===== src/rtl/rec2pol_pkg.sv =====
// Shared types and constants for the rec2pol scheduler and the CORDIC core it drives.
package rec2pol_pkg;

    localparam int DATAW           = 32;
    localparam int REC2POL_LATENCY = 33;
    localparam int FRAC_MOD        = 16;
    localparam int FRAC_ANGLE      = 24;

    typedef enum logic [1:0] {
        IDLE  = 2'd0,
        START = 2'd1,
        WAIT  = 2'd2,
        DONE  = 2'd3
    } state_t;

endpackage


===== src/rtl/rec2pol_sched_rr_arb.sv =====
// Combinational round-robin arbiter: lowest requesting index at or after ptr wins.
module rr_arb #(
    parameter int NREQ = 4,
    parameter int TAGW = $clog2(NREQ)
) (
    input  logic [NREQ-1:0] req,
    input  logic [TAGW-1:0] ptr,
    output logic [NREQ-1:0] gnt,
    output logic [TAGW-1:0] idx,
    output logic            any
);

    logic [NREQ-1:0] w_rot;
    logic [TAGW:0]   w_sum;

    // Rotate so that bit 0 is the requester sitting at ptr.
    assign w_rot = NREQ'({req, req} >> ptr);

    always_comb begin
        gnt   = '0;
        idx   = '0;
        any   = 1'b0;
        w_sum = '0;
        for (int k = 0; k < NREQ; k++) begin
            if (!any && w_rot[k]) begin
                any   = 1'b1;
                w_sum = {1'b0, ptr} + (TAGW+1)'(k);
                if (w_sum >= (TAGW+1)'(NREQ)) begin
                    w_sum = w_sum - (TAGW+1)'(NREQ);
                end
                idx = w_sum[TAGW-1:0];
                gnt = NREQ'(1) << w_sum[TAGW-1:0];
            end
        end
    end

endmodule


===== src/rtl/rec2pol_sched.sv =====
// Shares one rec2pol CORDIC core among NREQ requesters: arbitrate, start, wait fixed latency,
// capture results and return them tagged with the requester index.
module rec2pol_sched
    import rec2pol_pkg::*;
#(
    parameter int NREQ    = 4,
    parameter int LATENCY = REC2POL_LATENCY,
    parameter int TAGW    = $clog2(NREQ)
) (
    input  logic                  clock,
    input  logic                  reset,
    input  logic [NREQ-1:0]       req_valid,
    output logic [NREQ-1:0]       req_ready,
    input  logic [NREQ*DATAW-1:0] req_x,
    input  logic [NREQ*DATAW-1:0] req_y,
    output logic                  core_enable,
    output logic                  core_start,
    output logic [DATAW-1:0]      core_x,
    output logic [DATAW-1:0]      core_y,
    input  logic [DATAW-1:0]      core_mod,
    input  logic [DATAW-1:0]      core_angle,
    output logic                  res_valid,
    input  logic                  res_ready,
    output logic [TAGW-1:0]       res_tag,
    output logic [DATAW-1:0]      res_mod,
    output logic [DATAW-1:0]      res_angle,
    output logic                  busy
);

    localparam int CNTW = (LATENCY > 1) ? $clog2(LATENCY) : 1;

    state_t           r_state;
    state_t           w_next;
    logic [TAGW-1:0]  r_ptr;
    logic [TAGW-1:0]  r_tag;
    logic [CNTW-1:0]  r_cnt;
    logic [DATAW-1:0] r_x;
    logic [DATAW-1:0] r_y;
    logic [DATAW-1:0] r_mod;
    logic [DATAW-1:0] r_angle;
    logic [NREQ-1:0]  w_gnt;
    logic [TAGW-1:0]  w_idx;
    logic             w_any;

    rr_arb #(
        .NREQ (NREQ),
        .TAGW (TAGW)
    ) u_arb (
        .req (req_valid),
        .ptr (r_ptr),
        .gnt (w_gnt),
        .idx (w_idx),
        .any (w_any)
    );

    always_ff @(posedge clock or negedge reset) begin
        if (!reset) begin
            r_state <= IDLE;
        end else begin
            r_state <= w_next;
        end
    end

    // A grant in IDLE is a transfer: the grant is derived from req_valid itself.
    always_comb begin
        w_next = r_state;
        case (r_state)
            IDLE:    if (w_any) w_next = START;
            START:   w_next = WAIT;
            WAIT:    if (r_cnt == '0) w_next = DONE;
            DONE:    if (res_ready) w_next = IDLE;
            default: w_next = IDLE;
        endcase
    end

    always_comb begin
        req_ready   = '0;
        core_start  = 1'b0;
        core_enable = 1'b0;
        res_valid   = 1'b0;
        busy        = 1'b1;
        case (r_state)
            IDLE: begin
                req_ready = w_gnt;
                busy      = 1'b0;
            end
            START: begin
                core_start  = 1'b1;
                core_enable = 1'b1;
            end
            WAIT:    core_enable = 1'b1;
            DONE:    res_valid   = 1'b1;
            default: busy        = 1'b0;
        endcase
    end

    // Operand, tag and result registers; core_x/core_y hold until the next transfer.
    always_ff @(posedge clock or negedge reset) begin
        if (!reset) begin
            r_ptr   <= '0;
            r_tag   <= '0;
            r_cnt   <= '0;
            r_x     <= '0;
            r_y     <= '0;
            r_mod   <= '0;
            r_angle <= '0;
        end else begin
            case (r_state)
                IDLE: begin
                    if (w_any) begin
                        r_x   <= req_x[w_idx*DATAW +: DATAW];
                        r_y   <= req_y[w_idx*DATAW +: DATAW];
                        r_tag <= w_idx;
                        r_ptr <= (w_idx == TAGW'(NREQ-1)) ? '0 : w_idx + TAGW'(1);
                    end
                end
                START: r_cnt <= CNTW'(LATENCY-1);
                WAIT: begin
                    if (r_cnt == '0) begin
                        r_mod   <= core_mod;
                        r_angle <= core_angle;
                    end else begin
                        r_cnt <= r_cnt - CNTW'(1);
                    end
                end
                default: ;
            endcase
        end
    end

    assign core_x    = r_x;
    assign core_y    = r_y;
    assign res_tag   = r_tag;
    assign res_mod   = r_mod;
    assign res_angle = r_angle;

endmodule

===== config.mk =====
export PLATFORM = sky130hd
export DESIGN_NAME = rec2pol_sched
export DESIGN_NICKNAME = d
export VERILOG_FILES = /design/src/rtl/rec2pol_pkg.sv /design/src/rtl/rec2pol_sched_rr_arb.sv /design/src/rtl/rec2pol_sched.sv
export SDC_FILE = /design/constraint.sdc
export NUM_CORES = 1
export LEC_CHECK = 0
export CAP_MARGIN = 20
export CELL_PAD_IN_SITES_DETAIL_PLACEMENT = 0
export CELL_PAD_IN_SITES_GLOBAL_PLACEMENT = 2
export CORE_UTILIZATION = 23
export DETAILED_ROUTE_END_ITERATION = 7
export MAX_ROUTING_LAYER = met4
export PLACE_DENSITY_LB_ADDON = 0.1
export SYNTH_ARGS = -nofsm -noshare
export SYNTH_HDL_FRONTEND = slang
export SYNTH_SLANG_ARGS = --single-unit

===== constraint.sdc =====
create_clock -name clock -period 7.13 [get_ports clock]
set_clock_uncertainty 0.2 [all_clocks]
set_input_delay 1.426 -clock clock [delete_from_list [all_inputs] [get_ports clock]]
set_output_delay 1.426 -clock clock [all_outputs]
set_load 0.01 [all_outputs]

==> impl_metrics.py <==
metrics = {
    "power": {
        "pwr-share-clk_pct": 17.1,
        "p_sw_mw": 2.06,
        "vdd_drop_max_mv": 0.258,
        "p_int_mw": 3.31,
        "power.leakage_nw": 5.62,
        "pwr-share-comb_pct": 56.2,
        "p_total_mw": 5.36,
        "powerDensity_nw_per_um2": 402,
        "swShare_pct": 38.4,
        "pwr-share-seq_pct": 26.7,
    },
    "run": {
        "max_cap_violations": 0,
    },
    "yosys": {
        "synth_simple_gate_area_share_pct": 6.61,
        "syn_inst": 684,
        "yosys_warnings": 0,
        "synth_top_family_by_area": "multiplexers",
        "syn-cell-area_um2": 7630,
        "yosysUniqueCellTypes": 43,
        "synth_xor_area_share_pct": 0.574,
        "synthMuxAreaShare_pct": 26.8,
        "synth_compound_area_share_pct": 14.3,
        "syn_area_per_cell_um2": 11.2,
        "syn-num-nets": 1023,
        "synth-seq-area-share_pct": 45.9,
        "synth-adder-area-share_pct": 1.97,
        "synth_seq_cells": 140,
    },
    "placed_design": {
        "dp.final_hpwl_um": 22700,
        "gp_congestion": 0.756,
        "io_buffer_count": 464,
        "pre_cts_slack_ps": 1620,
    },
    "setup_path": {
        "worstPathArrival_ps": 3910,
        "reg2reg_from": "r_ptr[0]$_DFFE_PN0P_",
        "crit_fanout": 12,
        "reg2reg_to": "core_y[5]$_DFFE_PN0P_",
        "worstSetupStartpointType": "input pin",
        "crit_required_ps": 5500,
        "reg2reg_depth": 7,
        "endpoint_kind": "primary output",
        "rrSetupSlack_ps": 3580,
        "path_class": "input pin to primary output",
    },
    "min_path": {
        "worst_hold_path_type": "register to register",
        "holdPathEnd": "res_tag[0]$_DFFE_PN0P_",
        "min_from": "res_tag[0]$_DFFE_PN0P_",
        "min_path_cells": 1,
    },
    "clocking": {
        "cts_resized": 0,
        "cts_tree": "done",
        "htree_levels": 4,
        "clock_path_buffers": 2,
        "clock_sinks": 140,
        "clk_pin_slew_worst_paths_ps": 60,
        "cts-buffers-inserted": 17,
        "clockRootBuffer": "clkbuf_16",
        "clkLatencyLatePin_ps": 420,
        "cts_setup_buffers": 0,
        "hold_buffers": 0,
    },
    "final_layout": {
        "n_antenna_cell": 0,
        "final_common_cell": "clkdlybuf4s50_1",
        "final_cell_mix": "clkdlybuf4s50_1, dfrtp_1, mux2i_1",
        "nets": 1463,
        "area_delta_synth_final_pct": 74.6,
        "drive_gt1_share_pct": 10.3,
        "num-fill-cells": 3207,
    },
    "route": {
        "firstDrtPassIters": 4,
        "detail-route-antenna-nets": 0,
        "vias": 7019,
        "vias_per_cell": 4.45,
        "wl_per_cell_um": 19.0,
        "drt-total-wl_um": 30000,
        "first_iter_violations": 215,
        "drc": 0,
    },
    "die": {
        "io_pins": 465,
        "rows": 66,
        "die_x_um": 184,
        "die_y_um": 184,
        "coreArea_um2": 32600,
        "initial_core_util_pct": 23.4,
        "die_area_um2": 33900,
    },
    "grt": {
        "grt_max_degree": 95,
        "track_usage_pct": 18.1,
        "antenna_found_initial": 0,
        "grt_pass1_vias": 7148,
        "grt_pass1_wl_um": 44300,
        "grt-ovfl-total": 0,
    },
    "run_status": {
        "status": "finished, final reports clean",
    },
    "timing": {
        "max_freq_ghz": 0.181,
        "max-slew-margin-rel_pct": 42.3,
        "maxSlewViolCount": 0,
        "setup_violations": 0,
        "hold_viol_final": 0,
        "finalWorstSetupSlack_ps": 1590,
        "period_needed_ps": 5540,
        "tightest_slew_ps": 865,
        "rsz0062_at_grt": "no",
        "period_share_pct": 77.7,
        "fin_setup_tns_ps": 0,
    },
}
==> logic make-up (layout without fill, tap and decap cells) <==
kind of cell | after synthesis | count (layout)
buffers and inverters | 63 | 516
xor gates and xnor gates | 5 | 5
AOI/OAI and AO/OA | 157 | 157
muxes | 196 | 196
adders and majority gates | 12 | 12
and+or+nand+nor | 111 | 111
DFF | 140 | 140
==> state kept, by name, indices dropped and copies added, names as in the netlist <==
register and flops:
r_ptr 2, r_cnt 6, res_angle 32, core_x 32
res_mod 32, res_tag 2, core_y 32, r_state 2
==> layout make-up <==
cell class              instances  area (um2)  area share (%)
inverters                      10        37.5           0.282
well taps                     442         553            4.15
repair buffers                474        4770            35.8
clock buffers                  17         425            3.19
multi-input cells             481        3870            29.0
flip-flops and latches        140        3500            26.3
clock inverters                15         171            1.29
==> metal layers <==
metal	track usage, %	part of all wire (%)	vias to the layer above
li1	-	-	3389
met1	20.2	39	3305
met2	31.1	50	302
met3	5.89	8.7	23
met4	4.77	1.4	0
met5	-	0	-
==> metrics by stage <==
| stage | hold WS (ps) | instances | util, % | cell area (um2) |
|---|---|---|---|---|
| global route | 307 | 1579 | 40.9 | 13300 |
| floorplan | 282 | 684 | - | 7630 |
| CTS | 289 | 1578 | 40.8 | 13300 |
| finish | 284 | 1579 | 40.9 | 13300 |
| detailed placement | 270 | 1546 | 38.9 | 12700 |
| global placement | 271 | 1546 | 38.9 | 12700 |
==> power by group through the flow <==
stage | clock [mW] | combinational (mW) | sequential, mW
4_1_cts | 0.955 | 3.07 | 1.44
5_1_grt | 0.989 | 3.29 | 1.49
3_5_place_dp | 0 | 3.07 | 1.45
2_1_floorplan | 0 | 1.46 | 1.59
3_3_place_gp | 0 | 3.08 | 1.44
6_report | 0.919 | 3.01 | 1.43
==> worst max path at each step <==
stage / from / endpoint / slack (ps)
floorplan: req_valid[2] / req_ready[2] / 2700
global placement: req_valid[1] / req_ready[0] / 1620
detailed placement: req_valid[1] / req_ready[2] / 1620
CTS: req_valid[1] / req_ready[2] / 1610
global route: req_valid[2] / req_ready[0] / 1420
finish: req_valid[2] / req_ready[3] / 1590
==> worst max-delay path, cell delays in order <==
cell and delay (ps):
clkdlybuf4s50_1 690, or3b_1 380, a21oi_1 240, nand2_1 80
o31ai_1 150, a222oi_1 230, a21oi_1 160, clkdlybuf4s50_1 550
==> Yosys cell counts (all sizes together) <==
library cell    n  area [um2]
a2111oi         1        8.76
a211o           1        10.0
a211oi          1        12.5
a21o            1        7.51
a21oi          73         365
a221o           1        10.0
a222oi          4        40.0
a22o           65         569
and3            1        6.26
and4b           1        10.0
buf            28         156
clkbuf         25        93.8
dfrtp         140        3500
ha             12         150
inv            10        37.5
mux2           66         743
mux2i         130        1310
nand2          77         289
nand2b          5        31.3
nand3           4        20.0
nand3b          2        15.0
nor2            6        22.5
nor2b           1        6.26
nor3            5        25.0
nor3b           2        15.0
nor4            1        6.26
nor4b           1        8.76
nor4bb          2        20.0
o21ai           5        25.0
o21bai          1        7.51
o221ai          1        8.76
o31a            1        8.76
o31ai           1        7.51
o41a            1        11.3
or3b            2        17.5
or4             1        11.3
xnor2           3        26.3
xor2            2        17.5
Power figures use the tool's default switching activity.
